**src/rtl/bsc_sequencer_if.sv**
```systemverilog
// Control bundle between instruction fetch, the bsc_sequencer and the bit-serial datapath.
// The master side issues start/instr; the slave side is the sequencer that drives the strobes.
interface bsc_sequencer_if #(
    parameter int WIDTH = 8,
    parameter int CW    = $clog2(WIDTH)
);
    logic          start;
    logic [15:0]   instr;
    logic          busy;
    logic          done;
    logic          illegal;
    logic [CW-1:0] bit_idx;
    logic [2:0]    rf_addr;
    logic          rf_rd_en;
    logic          rf_wr_en;
    logic          op_a_shift_en;
    logic          op_b_shift_en;
    logic          b_sel_imm;
    logic          imm_bit;
    logic [1:0]    alu_op;
    logic          b_invert;
    logic          carry_init;
    logic          carry_val;
    logic          carry_en;
    logic          acc_shift_en;

    modport master (
        output start, instr,
        input  busy, done, illegal, bit_idx, rf_addr, rf_rd_en, rf_wr_en,
               op_a_shift_en, op_b_shift_en, b_sel_imm, imm_bit, alu_op,
               b_invert, carry_init, carry_val, carry_en, acc_shift_en
    );

    modport slave (
        input  start, instr,
        output busy, done, illegal, bit_idx, rf_addr, rf_rd_en, rf_wr_en,
               op_a_shift_en, op_b_shift_en, b_sel_imm, imm_bit, alu_op,
               b_invert, carry_init, carry_val, carry_en, acc_shift_en
    );
endinterface

```
**src/rtl/bsc_sequencer.sv**
```systemverilog
// Control sequencer for the bit-serial CPU: start/busy/done handshake, internal bit counter,
// LSB-first operand loading, ALU execution and optional register write-back.
module bsc_sequencer #(
    parameter int WIDTH = 8,
    parameter int IMM_W = 6,
    parameter int WB_EN = 1,
    parameter int CW    = $clog2(WIDTH)
) (
    input logic           clk,
    input logic           rstn,
    bsc_sequencer_if.slave bus
);

    typedef enum logic [2:0] {
        IDLE,
        LOAD_A,
        LOAD_B,
        EXEC,
        WB,
        DONE
    } state_t;

    state_t        state;
    state_t        state_nxt;
    logic [CW-1:0] cnt;
    logic [CW-1:0] cnt_nxt;
    logic [15:0]   ir;

    logic [3:0]       opcode;
    logic [2:0]       rd;
    logic [2:0]       rs1;
    logic [2:0]       rs2;
    logic             last;
    logic             do_wb;
    logic [WIDTH-1:0] imm_ext;

    function automatic logic is_legal(input logic [3:0] op);
        case (op[2:0])
            3'b000, 3'b001, 3'b100, 3'b101, 3'b110: is_legal = 1'b1;
            default:                                is_legal = 1'b0;
        endcase
    endfunction

    function automatic logic [1:0] alu_decode(input logic [3:0] op);
        case (op[2:0])
            3'b100:  alu_decode = 2'b11;
            3'b101:  alu_decode = 2'b10;
            3'b110:  alu_decode = 2'b01;
            default: alu_decode = 2'b00;
        endcase
    endfunction

    assign opcode = ir[3:0];
    assign rd     = ir[6:4];
    assign rs1    = ir[9:7];
    assign rs2    = ir[12:10];
    assign last   = (cnt == CW'(WIDTH - 1));
    assign do_wb  = (WB_EN != 0) && (rd != 3'd0);

    // Immediate pre-extended to WIDTH bits so the LSB-first stream is a plain index by cnt
    for (genvar i = 0; i < WIDTH; i++) begin : g_imm
        if (i < IMM_W) begin : g_field
            assign imm_ext[i] = ir[10 + i];
        end else begin : g_sign
            assign imm_ext[i] = ir[10 + IMM_W - 1];
        end
    end

    always_ff @(posedge clk or negedge rstn) begin
        if (!rstn) begin
            state <= IDLE;
            cnt   <= '0;
            ir    <= '0;
        end else begin
            state <= state_nxt;
            cnt   <= cnt_nxt;
            if (state == IDLE && bus.start) begin
                ir <= bus.instr;
            end
        end
    end

    always_comb begin
        state_nxt         = state;
        cnt_nxt           = '0;
        bus.busy          = (state != IDLE);
        bus.done          = 1'b0;
        bus.illegal       = 1'b0;
        bus.bit_idx       = cnt;
        bus.rf_addr       = 3'd0;
        bus.rf_rd_en      = 1'b0;
        bus.rf_wr_en      = 1'b0;
        bus.op_a_shift_en = 1'b0;
        bus.op_b_shift_en = 1'b0;
        bus.b_sel_imm     = 1'b0;
        bus.imm_bit       = 1'b0;
        bus.alu_op        = 2'b00;
        bus.b_invert      = 1'b0;
        bus.carry_init    = 1'b0;
        bus.carry_val     = 1'b0;
        bus.carry_en      = 1'b0;
        bus.acc_shift_en  = 1'b0;

        if (state != IDLE && state != DONE) begin
            cnt_nxt = last ? '0 : cnt + CW'(1);
        end

        case (state)
            IDLE: begin
                if (bus.start) begin
                    state_nxt = is_legal(bus.instr[3:0]) ? LOAD_A : DONE;
                end
            end
            LOAD_A: begin
                bus.rf_addr       = rs1;
                bus.rf_rd_en      = 1'b1;
                bus.op_a_shift_en = 1'b1;
                if (last) state_nxt = LOAD_B;
            end
            LOAD_B: begin
                bus.op_b_shift_en = 1'b1;
                if (opcode[3]) begin
                    bus.b_sel_imm = 1'b1;
                    bus.imm_bit   = imm_ext[cnt];
                end else begin
                    bus.rf_addr  = rs2;
                    bus.rf_rd_en = 1'b1;
                end
                if (last) state_nxt = EXEC;
            end
            EXEC: begin
                bus.alu_op       = alu_decode(opcode);
                bus.b_invert     = (opcode[2:0] == 3'b001);
                bus.carry_val    = (opcode[2:0] == 3'b001);
                bus.carry_init   = (cnt == '0);
                bus.carry_en     = 1'b1;
                bus.acc_shift_en = 1'b1;
                if (last) state_nxt = do_wb ? WB : DONE;
            end
            WB: begin
                bus.rf_addr      = rd;
                bus.rf_wr_en     = 1'b1;
                bus.acc_shift_en = 1'b1;
                if (last) state_nxt = DONE;
            end
            DONE: begin
                bus.done    = 1'b1;
                bus.illegal = !is_legal(opcode);
                state_nxt   = IDLE;
            end
            default: state_nxt = IDLE;
        endcase
    end

endmodule

```
**src/flat_wrapper.sv**
```systemverilog
// flat-port wrapper written by rule: the top's interface ports become plain ports
module bsc_sequencer_flat 
#(
    parameter int WIDTH = 8,
    parameter int IMM_W = 6,
    parameter int WB_EN = 1,
    parameter int CW    = $clog2(WIDTH)
)
  (clk, rstn, bus_start, bus_instr, bus_busy, bus_done, bus_illegal, bus_bit_idx, bus_rf_addr, bus_rf_rd_en, bus_rf_wr_en, bus_op_a_shift_en, bus_op_b_shift_en, bus_b_sel_imm, bus_imm_bit, bus_alu_op, bus_b_invert, bus_carry_init, bus_carry_val, bus_carry_en, bus_acc_shift_en);
  bsc_sequencer_if #(.WIDTH(WIDTH), .CW(CW)) bus_i ();
  input logic clk;
  input logic rstn;
  input wire logic [$bits(bus_i.start)-1:0] bus_start;
  input wire logic [$bits(bus_i.instr)-1:0] bus_instr;
  output wire logic [$bits(bus_i.busy)-1:0] bus_busy;
  output wire logic [$bits(bus_i.done)-1:0] bus_done;
  output wire logic [$bits(bus_i.illegal)-1:0] bus_illegal;
  output wire logic [$bits(bus_i.bit_idx)-1:0] bus_bit_idx;
  output wire logic [$bits(bus_i.rf_addr)-1:0] bus_rf_addr;
  output wire logic [$bits(bus_i.rf_rd_en)-1:0] bus_rf_rd_en;
  output wire logic [$bits(bus_i.rf_wr_en)-1:0] bus_rf_wr_en;
  output wire logic [$bits(bus_i.op_a_shift_en)-1:0] bus_op_a_shift_en;
  output wire logic [$bits(bus_i.op_b_shift_en)-1:0] bus_op_b_shift_en;
  output wire logic [$bits(bus_i.b_sel_imm)-1:0] bus_b_sel_imm;
  output wire logic [$bits(bus_i.imm_bit)-1:0] bus_imm_bit;
  output wire logic [$bits(bus_i.alu_op)-1:0] bus_alu_op;
  output wire logic [$bits(bus_i.b_invert)-1:0] bus_b_invert;
  output wire logic [$bits(bus_i.carry_init)-1:0] bus_carry_init;
  output wire logic [$bits(bus_i.carry_val)-1:0] bus_carry_val;
  output wire logic [$bits(bus_i.carry_en)-1:0] bus_carry_en;
  output wire logic [$bits(bus_i.acc_shift_en)-1:0] bus_acc_shift_en;
  assign bus_i.start = bus_start;
  assign bus_i.instr = bus_instr;
  assign bus_busy = bus_i.busy;
  assign bus_done = bus_i.done;
  assign bus_illegal = bus_i.illegal;
  assign bus_bit_idx = bus_i.bit_idx;
  assign bus_rf_addr = bus_i.rf_addr;
  assign bus_rf_rd_en = bus_i.rf_rd_en;
  assign bus_rf_wr_en = bus_i.rf_wr_en;
  assign bus_op_a_shift_en = bus_i.op_a_shift_en;
  assign bus_op_b_shift_en = bus_i.op_b_shift_en;
  assign bus_b_sel_imm = bus_i.b_sel_imm;
  assign bus_imm_bit = bus_i.imm_bit;
  assign bus_alu_op = bus_i.alu_op;
  assign bus_b_invert = bus_i.b_invert;
  assign bus_carry_init = bus_i.carry_init;
  assign bus_carry_val = bus_i.carry_val;
  assign bus_carry_en = bus_i.carry_en;
  assign bus_acc_shift_en = bus_i.acc_shift_en;
  bsc_sequencer #(.WIDTH(WIDTH), .IMM_W(IMM_W), .WB_EN(WB_EN), .CW(CW)) u_core (.clk(clk), .rstn(rstn), .bus(bus_i));
endmodule
```
**config.mk**
```make
export PLATFORM = sky130hd
export DESIGN_NAME = bsc_sequencer_flat
export DESIGN_NICKNAME = d
export VERILOG_FILES = /design/src/rtl/bsc_sequencer_if.sv /design/src/rtl/bsc_sequencer.sv /design/src/flat_wrapper.sv
export SDC_FILE = /design/constraint.sdc
export NUM_CORES = 1
export LEC_CHECK = 0
export CORE_MARGIN = 10
export CORE_UTILIZATION = 40
export CTS_CLUSTER_SIZE = 16
export DETAILED_ROUTE_END_ITERATION = 10
export HOLD_SLACK_MARGIN = 0.08
export PLACE_DENSITY = 0.81
export SLEW_MARGIN = 25
export SYNTH_ARGS = -nofsm -noshare
export SYNTH_HDL_FRONTEND = slang
export SYNTH_SLANG_ARGS = --single-unit
```
**constraint.sdc**
```tcl
create_clock -name clk -period 1.6 [get_ports clk]
set_clock_uncertainty 0.05 [all_clocks]
set_input_delay 0.32 -clock clk [delete_from_list [all_inputs] [get_ports clk]]
set_output_delay 0.32 -clock clk [all_outputs]
set_load 0.005 [all_outputs]
```
# Word level (Yosys, flattened, before mapping)
# Index checks and enable logic that the tools add are counted.
[classes]
order_cmp = 1
reduce_logical = 13
addsub = 1
n_div = 0
shifts = 0
n_mux = 36
n_bitwise = 0
n_eq_ne = 20
mul = 0
[ops]
columns = ["op", "count"]
rows = [
  ["3-bit == test, second input constant", 9],
  ["3-bit two-way mux", 9],
  ["1-bit two-way mux", 21],
  ["3-bit case mux with 5 select lines", 1],
  ["3-bit zero test", 4],
  ["5-bit OR reduction", 2],
  ["3-bit by 1-bit == test with 1-bit output, second input constant", 3],
  ["3-bit case mux with 3 select lines", 1],
  ["2-bit by 1-bit inequality test with 1-bit output, second input constant", 4],
  ["3-bit by 2-bit == test with 1-bit output, second input constant", 2],
  ["2-bit case mux with 3 select lines", 1],
  ["3-bit nonzero test", 2],
  ["5-bit AND reduction", 1],
  ["3-bit by 4-bit < comparator with 1-bit output, second input constant", 1],
  ["3-bit by 1-bit adder with 3-bit output, second input constant", 1],
  ["1-bit binary-select mux with 3-bit select", 1],
  ["3-bit inequality test, second input constant", 1],
  ["1-bit logical AND", 2],
  ["2-bit two-way mux", 1],
  ["2-bit inequality test, second input constant", 1],
  ["1-bit case mux with 2 select lines", 1],
  ["2-bit OR reduction", 1],
  ["1-bit zero test", 1],
]
[word_totals]
latchBits = 0
rom_bits = 0
n_memories = 0
inputBits = 19
reg_bits = 22
output_inout_bits = 22
word_cells = 74
ram_bits = 0

# Depth between registers and ports, before layout
# Gate-level depths: netlist of the first run.
[depth]
ltp_word = 8
ltp_mapped = 5
ltp_nobuf = 5

# Worst setup path after synthesis of the first run
# No wires, ideal clock.
[synth_path]
path_kind = "register to output"
startpoint = "reg u_core.state[2]"
endpoint = "out bus_carry_val"
stages_incl_launch_ff = 6
t_required_ps = 1230
setup_slack_ps = -35
t_arrival_ps = 1265
n_path_buf = 3
path_cell_list = "dfrtp_1 buf_2 and3b_1 clkbuf_1 and3_1 buf_4"
[synth_between]
elab_chain_len = 2
[synth_lines]
columns = ["item", "line_no", "rtl"]
rows = [
  ["start, declared", "bsc_sequencer.sv:23", "state_t state;"],
  ["start signal, assigned", "bsc_sequencer.sv:75", "state <= state_nxt;"],
  ["3-bit by 2-bit == test with 1-bit output", "--", ""],
  ["1-bit two-way mux", "--", ""],
  ["end, declared", "flat_wrapper.sv:29", "output wire logic [$bits(bus_i.carry_val)-1:0] bus_carry_val;"],
]
# Every way passes these cells.

# Final worst setup path of the first run
[layout_path]
startpoint = "reg u_core.state[1]"
endpoint = "out bus_imm_bit"
[layout_between]
elab_chain_len = 2
[layout_lines]
columns = ["item", "line_no", "rtl"]
rows = [
  ["3-bit by 2-bit == test with 1-bit output", "bsc_sequencer.sv:108", "case (state)"],
  ["1-bit two-way mux", "bsc_sequencer.sv:108", ""],
  ["end, declared", "flat_wrapper.sv:25", "output wire logic [$bits(bus_i.imm_bit)-1:0] bus_imm_bit;"],
]
# Every way passes these cells.

==> results.md, run 1 <==
- Final Util: 80.3%
- Critical path, cell by cell: buf_4, buf_6, buf_6, nand3_2, a311oi_1, buf_2
- Overflow after GRT: 0
- Rows: 19
- Remaining antenna violation count: 0
- Worst VDD drop: 1.54 mV
- Final nets: 211
- Clk_lat worst skew: 320 ps
- Top-area cell type share of the netlist area: 47.4%
- Max cap viols: 0
- IO buf count: 40
- Post-synthesis async set-or-reset flop share: 100%
- Max clock buf depth: 2
- Crit. path cell count: 6
- Setup slack after layout: -408 ps
- Violated checks: negative setup slack
- Setup_tns: -7470 ps
- Vias after detailed routing: 1200
- Via density: 5.48
- Largest net degree at the start of global routing: 23
- Slew Viols, Final: 0
- Post-Syn Nets: 121
- TritonRoute pass-1 iters: 5
- CP arrival: 1640 ps
- Post-synth top cells: dfrtp_1, mux2_2, inv_1, nor2_1, nand2_1
- Clock root cell: clkbuf_4
- Ports: 41
- First-pass GRT wire length: 6540 um
- R2R depth: 5
- Synth unique cells: 33
- Nature of the critical path endpoint: primary output
- Clock sinks: 22
- Startpoint Class: register
- Gpl congestion: 0.848
- Total Routed Length: 4510 um
- Post-route DRC: 0
- Core Box Area: 2760 um^2
- R2R Setup Slk: -150 ps
- Fmax: 0.498 GHz
- Avg Cell Area, Syn: 11.7 um^2
- Final worst-path cycle share: 125%
- Final Instance Area: 2210 um^2
- Sum of buffers and inverters on the critical path: 4
- DR WL/cell: 20.6 um
- Final setup violation count: 35
- Vias in the first global route: 1295
- Crit Path Max Fanout: 6
- Reg-to-reg startpoint: u_core.state[2]$_DFFE_PN0P_
- Antenna cells: 0
- Place WS: -364 ps
- Post-Syn Instances: 99
- Unrepaired setup endpoints after global routing: yes
- Setup CP Type: register to primary output
- Layout cells sized above 1: 62.2%
- Run status: finished with violations
- Worst min path class: input pin to asynchronous set/reset pin
- Worst-path clk slew: 130 ps
- Crit-path most repeated cell: buf_6
- Flops & latches, synth: 22
- CTS H-tree lvls: 1
- Cell Pwr Density: 1820 nW/um^2
- Static Leak: 1.08 nW
- Primary FF master, synth: dfrtp_1
- Synthesized cell area: 1160 um^2
- Antenna violations before repair: 0
- DR iter-0 viols: 106
- Setup crit end: bus_imm_bit
- P&R area growth vs syn: 90.7%
- Sequential area share after synthesis: 47.4%
- Total CTS buffers: 3
- Most common cell in the netlist: dfrtp_1
- Final min period: 2010 ps
- Hpwl dp: 2670 um
- GRT Overall Usage: 15.3%
- Hold Vio Cnt, Final: 0
- Worst reg2reg path endpoint: u_core.ir[6]$_DFFE_PN0P_
- Die W: 73.9 um
- Yosys top cell by area: dfrtp_1
- Post-synth EDFFs: 0
- Slew @ Worst Pin: 371 ps
- Total power: 0.00403 W
- Starting Density: 42.1%
- Placed Area: 1780 um^2
- Worst slew margin: 75.0%
- Syn. warnings: 0
- Slowest stage delay, CP: 480 ps
- Die height: 73.9 um
- CP delay by family, top: buffers and inverters
- Die area: 5460 um^2
- CP startpoint: u_core.state[1]$_DFFE_PN0P_
- Required time worst endpoint: 1230 ps
- Worst path slowest cell: dfrtp_2
- TritonCTS clock tree: built
- CTS Hold Buffers Added: 0
- Leading post-synthesis cells by cell area: dfrtp_1, mux2_2, ha_1, a222oi_1, inv_1
cell usage in the layout (no fill, tap or decap), types with 3 or more instances in the layout:
| cell type | synthesis | layout |
|---|---|---|
| clkbuf_4 | 0 | 3 |
| buf_6 | 1 | 31 |
| a222oi_1 | 3 | 3 |
| buf_2 | 3 | 10 |
| nor2_1 | 7 | 3 |
| dfrtp_2 | 0 | 3 |
| mux2_4 | 0 | 16 |
| buf_4 | 1 | 29 |
| clkdlybuf4s50_1 | 0 | 18 |
| nor2_2 | 0 | 3 |
| inv_1 | 7 | 7 |
| dfrtp_1 | 22 | 19 |
metrics by stage:
stage | hold slack, ps | cells
5_1_grt | 278 | 219
4_1_cts | 272 | 214
3_5_place_dp | 447 | 193
3_3_place_gp | 434 | 193
2_1_floorplan | -25.6 | 99
6_report | 268 | 219
worst reg2reg max path: cells and delay by family (launching register included):
| kind | cells | cell delay, ps |
|---|---|---|
| buffers and inverters | 3 | 490 |
| flip-flops | 1 | 500 |
| multiplexers | 1 | 300 |
| AND/OR/NAND/NOR | 1 | 310 |
routing by layer:
metal  vias to the layer above  routed length (um)  GRT usage [%]
met2                        54                2230           27.0
met4                         0                 107           2.28
li1                        529                   -              -
met3                        14                 335           5.65
met1                       603                1830           17.2
met5                         -                   0              0
kinds of logic after synthesis:
| logic type | after synthesis | synth area share [%] |
|---|---|---|
| adder cells (fa/ha/maj) | 3 | 3.23 |
| XOR/XNOR | 2 | 1.51 |
| AO/OA/AOI/OAI | 11 | 7.22 |
| AND/OR/NAND/NOR | 31 | 17.7 |
| multiplexers | 17 | 17.5 |
| buffers and inverters | 13 | 5.50 |
| flip-flops | 22 | 47.4 |
state kept, by name (all words and copies together), names as in the netlist:
signal / flops
u_core.bus.bit_idx: 3
u_core.state: 3
u_core.ir: 16
area by class of cell:
| class | instances | area (um^2) |
|---|---|---|
| Sequential cell | 22 | 554 |
| Tap cell | 31 | 38.8 |
| Multi-Input combinational cell | 64 | 723 |
| Fill cell | 147 | 543 |
| Inverter | 7 | 26.3 |
| Clock buffer | 3 | 22.5 |
| Clock inverter | 1 | 30.0 |
| Timing Repair Buffer | 91 | 820 |
worst min-delay path by stage:
stage | start | endpoint | slack [ps] | cells after the start
after floorplan | rstn | u_core.bus.bit_idx[0]$_DFF_PN0_ | -30 | 0
after CTS | rstn | u_core.ir[15]$_DFFE_PN0P_ | 270 | 2
after detailed placement | u_core.ir[15]$_DFFE_PN0P_ | u_core.ir[15]$_DFFE_PN0P_ | 450 | 1
after global placement | u_core.ir[15]$_DFFE_PN0P_ | u_core.ir[15]$_DFFE_PN0P_ | 430 | 1
after global routing | rstn | u_core.ir[15]$_DFFE_PN0P_ | 280 | 2
final | rstn | u_core.ir[11]$_DFFE_PN0P_ | 270 | 2
power by group:
part           internal [W]  switching (W)  leakage [nW]
combinational       0.00156       0.000924         0.797
sequential         0.000831       0.000283         0.259
clock              0.000254       0.000183        0.0279
repair_timing:
| item | in CTS | in global routing |
|---|---|---|
| endpoints found under the hold margin | 0 | 0 |
| setup buffers | 18 | 7 |
| endpoints found under the setup margin | 40 | 38 |
| gates cloned | 1 | 0 |
| resized for setup | 137 | 24 |
| pin swaps | 15 | 10 |
Note: power is estimated with default switching activity, not from simulation.
==> run 2, diff against run 1 <==
Settings changed: CORE_ASPECT_RATIO set to 0.75, SKIP_CTS_REPAIR_TIMING set to 1.
==> run 2 against run 1 <==
- the flow still finishes with violations (negative setup slack)
- worst hold slack better by 75 ps
- via count decreased by 2.5%
- critical path depth unchanged
- maximum frequency decreased by 6.1%
- total power barely moved
- first-iteration DRC count fell by 24%
- non-clock buffer count fell by 8
- sequential share of layout area is 0.92 points higher
==> results.md, run 2 (synthesis gave the netlist of run 1 again) <==
- Run status: finished with violations
- Violated checks: negative setup slack
- Setup CP Type: register to primary output
- TritonCTS clock tree: built
- Static Leak: 1.08 nW
- Final setup violation count: 36
- Total Routed Length: 4600 um
- TritonRoute pass-1 iters: 4
- Slew Viols, Final: 0
- Post-route DRC: 0
- Place WS: -490 ps
- GRT Overall Usage: 13.1%
- Max clock buf depth: 2
- Die area: 5480 um^2
- Flip-flop count of the largest register after layout: 16
- Fmax: 0.468 GHz
- Combinational fraction of design power: 59.0%
- Clock sinks: 22
- Worst slew margin: 67.0%
- Final nets: 203
- Cell Pwr Density: 1880 nW/um^2
- Slew @ Worst Pin: 488 ps
- Hold Vio Cnt, Final: 0
- Setup slack after layout: -537 ps
- Final Util: 79.8%
- Post-route insts no fill: 216
- Clock root cell: clkbuf_8
- Overflow after GRT: 0
- R2R depth: 5
- CTS H-tree lvls: 1
- Nature of the critical path endpoint: primary output
- Remaining antenna violation count: 0
- Starting Density: 43.3%
- Final worst-path cycle share: 134%
- Final min period: 2140 ps
- Clk pwr share: 13.2%
- Max cap viols: 0
- Layout cells sized above 1: 53.9%
- Gpl congestion: 0.792
- P&R area growth vs syn: 84.4%
- Hpwl dp: 2830 um
- Net Sw Frac: 34.1%
- Rows: 16
- Worst-path clk slew: 80 ps
- Vias after detailed routing: 1170
- Core Box Area: 2680 um^2
- Reg with most FFs: u_core.ir
- Final Instance Area: 2140 um^2
- Largest net degree at the start of global routing: 23
- Crit Path Max Fanout: 4
- Cells after DPL: 196
- Antenna violations before repair: 0
- Internal: 0.00266 W
- Sequential share of power: 27.8%
- Die W: 82.2 um
- First-pass GRT wire length: 5620 um
- Worst VDD drop: 1.19 mV
- Die height: 66.7 um
- Via density: 5.42
- IO buf count: 40
- Startpoint Class: register
- DR iter-0 viols: 81
- Worst min path class: input pin to asynchronous set/reset pin
- Clk_lat worst skew: 270 ps
- Psw: 0.00138 W
- Total CTS buffers: 3
- DR WL/cell: 21.3 um
- Commonest non-fill, non-tap cell in the layout: buf_4
- Total power: 0.00403 W
- Required time worst endpoint: 1230 ps
- CP arrival: 1770 ps
- Most frequent cells in the layout: buf_4, buf_6, clkdlybuf4s50_1, dfrtp_1, mux2_4
- Antenna cells: 0
- Placed Area: 1770 um^2
- Vias in the first global route: 1143
- Ports: 41
- Unrepaired setup endpoints after global routing: yes
==> run 2: cell types whose count changed in the layout (fill, tap and decap cells not counted), moves of 4 or more <==
cell | previous run | this run
buf_2 | 10 | 5
buf_6 | 31 | 22
dlymetal6s2s_1 | 0 | 4
nor2_1 | 3 | 7
==> run 2: metal layers <==
| layer | vias up | wire [um] | GRT usage, % |
|---|---|---|---|
| met5 | - | 0 | 0 |
| met4 | 0 | 67 | 2.12 |
| met3 | 10 | 376 | 5.90 |
| met2 | 74 | 2290 | 22.3 |
| met1 | 572 | 1860 | 14.9 |
| li1 | 514 | - | - |
==> run 2: power by group through the flow <==
stage	combinational, W	sequential [W]	clock, W
after floorplan	0.000754	0.00102	0
after global placement	0.00163	0.00104	0
after detailed placement	0.00170	0.00107	0
after CTS	0.00172	0.00107	0.000538
after global routing	0.00251	0.00113	0.000561
final	0.00238	0.00112	0.000534
==> run 2: area by class of cell <==
type	count	area (um^2)
Clock buffer	3	41.3
Clock inverter	1	30.0
Fill cell	146	542
Inverter	7	26.3
Multi-Input combinational cell	64	664
Sequential cell	22	556
Tap cell	36	45.0
Timing Repair Buffer	83	778
==> run 2: worst max-delay path, cell delays in order (launching register included) <==
cell      delay, ps
dfrtp_2         460
buf_6           130
nor3b_4         140
buf_6           130
a222oi_1        380
inv_1           110
buf_2           150
==> run 2: path summary, 6_finish.rpt <==
kind,start,to,slack [ps]
max,u_core.state[2]$_DFFE_PN0P_,bus_rf_addr[2],-540
min,rstn,u_core.ir[11]$_DFFE_PN0P_,340
max reg2reg,u_core.state[0]$_DFFE_PN0P_,u_core.ir[0]$_DFFE_PN0P_,-310
min reg2reg,u_core.ir[14]$_DFFE_PN0P_,u_core.ir[14]$_DFFE_PN0P_,480
max in group asynchronous,rstn,u_core.bus.bit_idx[0]$_DFF_PN0_,910
min in group clk,u_core.ir[14]$_DFFE_PN0P_,u_core.ir[14]$_DFFE_PN0P_,480
==> run 2: through the flow <==
step,hold WS (ps),setup TNS [ps]
finish,343,-10910
global route,360,-11830
detailed placement,453,-8600
floorplan,-25.6,0
global placement,433,-7370
CTS,346,-13800
==> run 3, diff against run 2 <==
Settings changed: HOLD_SLACK_MARGIN 0.08 to 0.1, SLEW_MARGIN 25 to 10.
==> results of run 3 <==
The final DEF is identical to that of run 2; final timing and power are the same.
